<file path="src/rtl/score_keeper.sv">
// -----------------------------------------------------------------------------
// score_keeper
// Game score keeper. A new game loads START into the score. While the game
// runs, a divider produces a one-second tick that subtracts PENALTY from the
// score and advances the elapsed-second counter. Single-cycle bonus requests
// add to the score. The game ends on gameover or when the score reaches zero.
// The best final score is retained in high_score until reset.
//
// Ports
//   clk            : clock, all state changes on the rising edge
//   reset          : synchronous, active-high reset
//   start_i        : level, begins a new game from IDLE or OVER
//   pause_i        : level, high holds a running game in PAUSE
//   gameover_i     : level, ends the game from RUN or PAUSE
//   bonus_valid_i  : one-cycle request to add bonus_amt_i to the score
//   bonus_amt_i    : unsigned bonus value
//   score_o        : current score (registered)
//   high_score_o   : best final score since reset (registered)
//   elapsed_sec_o  : ticks elapsed in RUN during this game (registered)
//   state_o        : IDLE=0, RUN=1, PAUSE=2, OVER=3 (registered)
//   tick_out_o     : one-cycle pulse coincident with a tick's score update
//   new_high_o     : one-cycle pulse when high_score is updated
// -----------------------------------------------------------------------------
module score_keeper #(
    parameter int unsigned    TICK_DIV = 100000000,
    parameter int unsigned    W        = 16,
    parameter logic [W-1:0]   START    = '1,
    parameter int unsigned    PENALTY  = 65,
    parameter int unsigned    BONUS_W  = 8
) (
    input  logic               clk,
    input  logic               reset,
    input  logic               start_i,
    input  logic               pause_i,
    input  logic               gameover_i,
    input  logic               bonus_valid_i,
    input  logic [BONUS_W-1:0] bonus_amt_i,
    output logic [W-1:0]       score_o,
    output logic [W-1:0]       high_score_o,
    output logic [W-1:0]       elapsed_sec_o,
    output logic [1:0]         state_o,
    output logic               tick_out_o,
    output logic               new_high_o
);

    typedef enum logic [1:0] {
        ST_IDLE  = 2'd0,
        ST_RUN   = 2'd1,
        ST_PAUSE = 2'd2,
        ST_OVER  = 2'd3
    } state_t;

    localparam int unsigned DIV_W = (TICK_DIV > 32'd1) ? $clog2(TICK_DIV) : 1;
    localparam logic [DIV_W-1:0] DIV_LAST = DIV_W'(TICK_DIV - 32'd1);
    localparam logic [W-1:0]     PEN_L    = W'(PENALTY);
    localparam logic [W-1:0]     MAX_L    = '1;
    // Score arithmetic is done two bits wider and signed so that both the
    // underflow below zero and the overflow above 2^W-1 are visible.
    localparam logic signed [W+1:0] MAX_EXT = {2'b00, MAX_L};

    state_t           state_q, state_d;
    logic [W-1:0]     score_q, score_d;
    logic [W-1:0]     high_q, high_d;
    logic [W-1:0]     elapsed_q, elapsed_d;
    logic [DIV_W-1:0] div_q, div_d;
    logic             tick_q, tick_d;
    logic             new_high_q, new_high_d;

    logic                 load_s;
    logic                 do_tick_s;
    logic                 do_bonus_s;
    logic signed [W+1:0]  sum_s;

    // Next-state, datapath and pulse generation.
    always_comb begin
        state_d    = state_q;
        score_d    = score_q;
        high_d     = high_q;
        elapsed_d  = elapsed_q;
        div_d      = div_q;
        tick_d     = 1'b0;
        new_high_d = 1'b0;
        load_s     = 1'b0;
        do_tick_s  = 1'b0;
        do_bonus_s = 1'b0;
        sum_s      = {2'b00, score_q};

        case (state_q)
            ST_IDLE: begin
                if (start_i) begin
                    state_d = ST_RUN;
                    load_s  = 1'b1;
                end else begin
                    state_d = ST_IDLE;
                end
            end
            ST_RUN: begin
                // A zero score ends the game on the edge after it was reached.
                if (gameover_i || (score_q == {W{1'b0}})) begin
                    state_d = ST_OVER;
                end else if (pause_i) begin
                    state_d = ST_PAUSE;
                end else begin
                    state_d    = ST_RUN;
                    do_bonus_s = bonus_valid_i;
                    if (div_q == DIV_LAST) begin
                        div_d     = {DIV_W{1'b0}};
                        do_tick_s = 1'b1;
                    end else begin
                        div_d = div_q + {{(DIV_W-1){1'b0}}, 1'b1};
                    end
                end
            end
            ST_PAUSE: begin
                if (gameover_i) begin
                    state_d = ST_OVER;
                end else if (!pause_i) begin
                    state_d = ST_RUN;
                end else begin
                    state_d = ST_PAUSE;
                end
            end
            ST_OVER: begin
                if (start_i) begin
                    state_d = ST_RUN;
                    load_s  = 1'b1;
                end else begin
                    state_d = ST_OVER;
                end
            end
            default: begin
                state_d = ST_IDLE;
            end
        endcase

        if (load_s) begin
            score_d   = START;
            elapsed_d = {W{1'b0}};
            div_d     = {DIV_W{1'b0}};
        end else if (do_tick_s || do_bonus_s) begin
            sum_s = {2'b00, score_q}
                  - (do_tick_s  ? $signed({2'b00, PEN_L}) : $signed({(W+2){1'b0}}))
                  + (do_bonus_s ? $signed({{(W+2-BONUS_W){1'b0}}, bonus_amt_i})
                                : $signed({(W+2){1'b0}}));
            if (sum_s < $signed({(W+2){1'b0}})) begin
                score_d = {W{1'b0}};
            end else if (sum_s > MAX_EXT) begin
                score_d = MAX_L;
            end else begin
                score_d = sum_s[W-1:0];
            end
        end else begin
            score_d = score_q;
        end

        if (do_tick_s) begin
            tick_d = 1'b1;
            if (elapsed_q != MAX_L) begin
                elapsed_d = elapsed_q + {{(W-1){1'b0}}, 1'b1};
            end else begin
                elapsed_d = elapsed_q;
            end
        end else begin
            tick_d = 1'b0;
        end

        // Score holds on every edge that enters OVER, so score_q is the final score.
        if ((state_d == ST_OVER) && (state_q != ST_OVER) && (score_q > high_q)) begin
            high_d     = score_q;
            new_high_d = 1'b1;
        end else begin
            high_d     = high_q;
            new_high_d = 1'b0;
        end
    end

    // State and datapath registers with synchronous reset.
    always_ff @(posedge clk) begin
        if (reset) begin
            state_q    <= ST_IDLE;
            score_q    <= {W{1'b0}};
            high_q     <= {W{1'b0}};
            elapsed_q  <= {W{1'b0}};
            div_q      <= {DIV_W{1'b0}};
            tick_q     <= 1'b0;
            new_high_q <= 1'b0;
        end else begin
            state_q    <= state_d;
            score_q    <= score_d;
            high_q     <= high_d;
            elapsed_q  <= elapsed_d;
            div_q      <= div_d;
            tick_q     <= tick_d;
            new_high_q <= new_high_d;
        end
    end

    assign score_o       = score_q;
    assign high_score_o  = high_q;
    assign elapsed_sec_o = elapsed_q;
    assign state_o       = state_q;
    assign tick_out_o    = tick_q;
    assign new_high_o    = new_high_q;

endmodule

</file>
<file path="config.mk">
export PLATFORM = sky130hd
export DESIGN_NAME = score_keeper
export DESIGN_NICKNAME = d
export VERILOG_FILES = /design/src/rtl/score_keeper.sv
export SDC_FILE = /design/constraint.sdc
export NUM_CORES = 1
export LEC_CHECK = 0
export CORE_ASPECT_RATIO = 1.4
export CORE_MARGIN = 2
export CORE_UTILIZATION = 51
export DETAILED_ROUTE_END_ITERATION = 12
export MAX_ROUTING_LAYER = met4
export PLACE_DENSITY = 0.77
export SLEW_MARGIN = 20
export SYNTH_ARGS = -nofsm -noshare
export SYNTH_HDL_FRONTEND = slang
export SYNTH_SLANG_ARGS = --single-unit
</file>
<file path="constraint.sdc">
create_clock -name clk -period 4.7 [get_ports clk]
set_clock_uncertainty 0.2 [all_clocks]
set_input_delay 0.705 -clock clk [delete_from_list [all_inputs] [get_ports clk]]
set_output_delay 0.705 -clock clk [all_outputs]
set_load 0.02 [all_outputs]
</file>
**After elaboration in Yosys (flattened, before gate mapping)**

Index checks and enable logic that the tools add are counted.

- $add $sub $neg: 4
- Order comparisons: 3
- Equality and inequality tests: 8
- Multiplexer cells: 27
- Bitwise operators: 2
- Reductions and logical operators: 12

Operators with widths:

| cell | number |
|---|---|
| $mux W16 | 7 |
| $add A27 B1 Y27 const B | 1 |
| $eq A27 B27 Y1 const B | 1 |
| $mux W27 | 1 |
| $add A17 B9 Y18 | 1 |
| $gt A18 B17 Y1 const B | 1 |
| $lt A18 B1 Y1 const B | 1 |
| $sub A16 B7 Y17 | 1 |
| $add A16 B1 Y16 const B | 1 |
| $gt A16 B16 Y1 | 1 |
| $logic_not A16 Y1 | 1 |
| $ne A16 B16 Y1 const B | 1 |
| $mux W1 | 12 |
| $mux W2 | 4 |
| $mux W8 | 1 |
| $pmux W2 S4 | 1 |
| $mux W7 | 1 |
| $eq A2 B2 Y1 const B | 3 |
| $reduce_bool A2 Y1 | 2 |
| $reduce_or A2 Y1 | 2 |
| $reduce_and A3 Y1 | 1 |
| $eq A2 B1 Y1 const B | 1 |
| $logic_and A1 B1 Y1 | 2 |
| $logic_not A2 Y1 | 1 |
| other kinds (5) | 7 |

- Register bits: 79
- Output and inout port bits: 52
- Word-level logic and storage cells: 63

**Depth between registers and ports, before layout**

- Depth in word-level cells: 13
- Gate-level depth with buffers: 22
- Gate-level depth less buffers: 20

**Worst setup path before layout**

Ideal clock, no wire load.

- Path type: register to register
- From: register score_q[10], in the netlist score_o[10]
- To: register score_q[9], in the netlist score_o[9]
- Library setup time: 0.086 ns
- Data arrival time: 4.668 ns
- Setup slack: -0.253 ns
- Cell stages (with the launch flop): 22
- Clock period less this slack: 4.953 ns
- Cells stage by stage: dfxtp_1 -> buf_2 -> nor4_2 -> and2_1 -> buf_2 -> a21oi_1 -> nand2_1 -> inv_2 -> ha_1 -> or3b_1 -> buf_2 -> o31ai_1 -> o21ai_0 -> ha_1 -> o21ai_0 -> a21boi_0 -> o22ai_1 -> inv_1 -> nor3_1 -> a211oi_2 -> buf_2 -> a211oi_1

- Longest elaborated chain between the ends: 12
- Elaborated cells between the ends (all ways): 18
- Those cells by class: 2 x add/sub; 2 x order compare; 10 x mux; 4 x reduce/logical

RTL lines:

| element | line | text |
|---|---|---|
| from (decl) | 62 | `logic [W-1:0] score_q, score_d;` |
| from (signal assigned) | 181 | `score_q <= {W{1'b0}};` |
| from (signal assigned) | 189 | `score_q <= score_d;` |
| $logic_not A16 Y1 (*) | 99 | `if (gameover_i \|\| (score_q == {W{1'b0}})) begin` |
| $logic_or A1 B1 Y1 (*) | 99 |  |
| $mux W1 (*) | 99 |  |
| $mux W1 (*) | 88 | `case (state_q)` |
| named net do_tick_s | 70 | `logic do_tick_s;` |
| $mux W7 | 142 | `- (do_tick_s ? $signed({2'b00, PEN_L}) : $signed({(W+2){1'b0}}))` |
| $sub A16 B7 Y17 | 142 |  |
| $add A17 B9 Y18 | 143 | `+ (do_bonus_s ? $signed({{(W+2-BONUS_W){1'b0}}, bonus_amt_i})` |
| $gt A18 B17 Y1 | 147 | `end else if (sum_s > MAX_EXT) begin` |
| $mux W16 | 147 |  |
| $mux W16 | 145 | `if (sum_s < $signed({(W+2){1'b0}})) begin` |
| $mux W16 | 140 | `end else if (do_tick_s \|\| do_bonus_s) begin` |
| $mux W16 | 136 | `if (load_s) begin` |

The timed path passes the listed nets; every way through them passes the cells marked *. The select of a mux whose other input is x is not followed.
A chain may end at the register's enable or synchronous reset.

**Final worst setup path**

- From: register div_q[10]
- To: register score_q[14], in the netlist score_o[14]

- Longest elaborated chain between the ends: 13
- Elaborated cells between the ends (all ways): 16
- Those cells by class: 2 x add/sub; 2 x order compare; 1 x eq/ne; 9 x mux; 2 x reduce/logical

RTL lines:

| element | line | text |
|---|---|---|
| from (decl) | 65 | `logic [DIV_W-1:0] div_q, div_d;` |
| from (signal assigned) | 184 | `div_q <= {DIV_W{1'b0}};` |
| from (signal assigned) | 192 | `div_q <= div_d;` |
| $eq A27 B27 Y1 (*) | 106 | `if (div_q == DIV_LAST) begin` |
| $mux W1 (*) | 106 |  |
| $mux W1 (*) | 101 | `end else if (pause_i) begin` |
| $mux W1 (*) | 99 |  |
| $mux W1 (*) | 88 |  |
| named net do_tick_s | 70 |  |
| $mux W7 | 142 |  |
| $sub A16 B7 Y17 | 142 |  |
| $add A17 B9 Y18 | 143 |  |
| $gt A18 B17 Y1 | 147 |  |
| $mux W16 | 147 |  |
| $mux W16 | 145 |  |
| $mux W16 | 140 |  |
| $mux W16 | 136 |  |

Marked as above.

==> metrics.csv <==
stage,metric,value,unit
power,p_clk_share,41.7,%
final_layout,layout.nets,769,
min_path,hp-class,reg2reg,
sta,hold_viol,0,
synth,syn_area_per_cell,8.08,µm²
floorplan,die_w,88.5,µm
grt,grt_max_degree,42,
synth,yosysTopAreaCell,dfxtp_1,
setup_path,crit_fanout,5,
floorplan,ios,66,
clock_tree,cts_buffer_depth,2,
floorplan,start_util,51.8,%
route,antenna_left,0,
synth,netlist_top_cells_count,"nor2_1 (96), dfxtp_1 (79), nand2_1 (42)",
route,vias,4969,
grt,grt_pass1_wl,22.7,mm
job,cap_violations,0,
route,drc,0,
final_layout,fin_area,0.00649,mm²
setup_path,critPathLaunchType,flip-flop,
final_layout,fin_util,65.9,%
synth,synth-async-reset-ratio,0,%
route,vias_per_cell,5.77,
clock_tree,postCtsHoldBufs,0,
synth,ys_seq_area_share,31.0,%
synth,yosysWarnings,0,
grt,antenna_found_initial,0,
floorplan,num_rows,43,
power,switching_share,28.6,%
floorplan,core,0.00985,mm²
power,power_frac_comb,20.6,%
place,port_buffers,65,
sta,worst_pin_slew,0.961,ns
place,dp_cells,843,
clock_tree,cts_root_buf,clkbuf_16,
route,firstDrtPassIters,5,
power,p_leak,2.53,nW
sta,slew_headroom,35.7,%
synth,synth_edf_count,0,
clock_tree,htreeDepth,3,
sta,setup_viol,0,
final_layout,antennaDiodeCount,0,
final_layout,areaGrowthSynthToFinish,27.2,%
clock_tree,cts_sinks,79,
grt,overflow,0,
synth,synthCells,631,
clock_tree,cts_tree,built,
sta,fin_crit_sh,95.8,%
final_layout,layout.cells.non_filler,861,
floorplan,die_h,122,µm
grt,grt_use_total,27.4,%
setup_path,crit_required,4.74,ns
synth,synth_nets,679,
synth,synth.most_common_cell,nor2_1,
place,dpl-instance-area,0.00609,mm²
clock_tree,cts_made_buffers,9,
power,ir_drop,229,µV
setup_path,cp-end-kind,flip-flop,
sta,fin_tns_setup,0,ns
sta,maxSlewViolCount,0,
sta,holdWs,0.283,ns
route,drt-total-wl,14.0,mm
route,drt_iter0_drc,236,
synth,synth_top_area_share,31.0,%
sta,period_minus_slack,4.50,ns
place,dp_hpwl,10.7,mm
power,pwr-share-seq,37.7,%
synth,syn_area,0.00510,mm²
status,status,"finished, final reports clean",
grt,grt_pass1_vias,4912,
place,gp_congestion,0.959,
final_layout,drive_gt1_share,12.0,%
setup_path,critical_path_class,reg2reg,
clock_tree,insertion_delay,0.35,ns
synth,synth_ff_type,dfxtp_1,
sta,fmax,222,MHz
clock_tree,clkTransAtPathRegs,0.06,ns
synth,yosys.cell_types.count,72,
power,p_per_area,288,mW/mm²
power,power.switching,0.000536,W
synth,synth-seq-cells,79,
route,wl_per_cell,16.3,µm
setup_path,crit_arrival,4.54,ns
power,intPower,0.00133,W
synth,synth_area_leaders,"dfxtp_1 (31%), ha_1 (8.1%), nor2_1 (7.1%), xor2_1 (4.3%), mux2i_1 (3.7%)",
floorplan,die_area,0.0108,mm²
==> layout make-up <==
type	instances	area (µm²)
Tap cell	135	169
Fill cell	831	3360
Inverter	35	131
Clock buffer	10	239
Sequential cell	79	1580
Timing Repair Buffer	105	955
Clock inverter	6	92.6
Multi-Input combinational cell	491	3320
==> layout by cell type (no fill, tap or decap), drive strengths merged, types with 2 or more instances in the layout <==
cell           netlist  layout
a2111oi              4       4
a211oi              23      23
a21boi               3       3
a21o                 5       5
a21oi               27      27
a311oi               2       2
a31oi                5       5
and2                 6       6
and3                20      20
and4                 2       2
buf                 11      40
bufinv               0       2
clkbuf              15      10
clkdlybuf4s50        0      65
clkinv               0       2
dfxtp               79      79
ha                  33      33
inv                 35      36
mux2i               19      19
nand2               42      42
nand2b               9       9
nand3               32      32
nand4               14      14
nand4b               2       2
nor2                97      97
nor2b                9       9
nor3                17      17
nor4                 8       8
nor4bb               2       2
o211ai               4       4
o21a                 2       2
o21ai               21      21
o21bai               2       2
o22ai                3       3
o31ai                3       3
o32ai                2       2
or3                  9       9
or4                  2       2
xnor2               21      21
xor2                25      25
==> path summary, 6_finish.rpt <==
path                                start          end  slack [ns]  depth (start not counted)
worst max-delay path            div_q[10]  score_o[14]        0.20                         19
worst min-delay path             div_q[6]     div_q[6]        0.28                          2
worst max register to register  div_q[10]  score_o[14]        0.20                         19
worst min register to register   div_q[6]     div_q[6]        0.28                          2
==> what timing repair did <==
action / CTS / global route
buffers inserted: 0 / 2
pin swaps: 0 / 3
resized for setup: 1 / 11
endpoints found under the setup margin: 8 / 16
==> per-layer routing <==
| metal | routed length [µm] | vias to the layer above | track usage (%) |
|---|---|---|---|
| met5 | 0 | - | - |
| met4 | 683 | 0 | 14.4 |
| met3 | 539 | 51 | 3.16 |
| met2 | 7440 | 170 | 49.0 |
| met1 | 5350 | 2343 | 28.9 |
| li1 | - | 2405 | - |
==> worst max-delay path: stages, from the launching register on <==
cell and delay, ns:
dfxtp_1 0.31, or4_1 0.58, nor4_4 0.32, and3_1 0.19
nand2_1 0.08, inv_2 0.07, ha_1 0.16, or3b_1 0.37
buf_4 0.17, o21ai_2 0.14, nand2b_1 0.08, xnor2_1 0.12
ha_1 0.33, a21boi_2 0.19, o22ai_2 0.12, buf_4 0.17
a211oi_2 0.20, mux2_2 0.38, a21oi_1 0.14, nor3_1 0.07
==> logic make-up (layout without fill, tap and decap cells) <==
kind of cell    count (synthesis)  after routing  synth area share, %
buf+inv                        61            156                 4.98
mux                            20             20                 3.95
flops                          79             79                 31.0
xor+xnor                       46             46                 7.90
compound gates                113            113                 16.1
simple gates                  278            278                 27.5
fa+ha+maj                      34             34                 8.49
==> state kept, by name (all words and copies together), names as in the netlist <==
| signal | cells |
|---|---|
| div_q | 27 |
| elapsed_sec_o | 16 |
| high_score_o | 16 |
| score_o | 16 |
| state_o | 2 |
| new_high_o | 1 |
| tick_out_o | 1 |
==> metrics by stage <==
step	power, W	setup WS, ns
2_1_floorplan	0.000957	0.0807
3_3_place_gp	0.00109	0.0616
3_5_place_dp	0.00110	-0.0975
4_1_cts	0.00187	0.0140
5_1_grt	0.00194	-0.0108
6_report	0.00187	0.196
==> power groups by stage <==
stage | logic [W] | clock network, W | registers [W]
after detailed placement | 0.000378 | 0 | 0.000719
after CTS | 0.000381 | 0.000788 | 0.000704
after global placement | 0.000370 | 0 | 0.000718
final | 0.000386 | 0.000780 | 0.000704
after floorplan | 0.000208 | 0 | 0.000749
after global routing | 0.000421 | 0.000816 | 0.000705
Power figures use the tool's default switching activity.
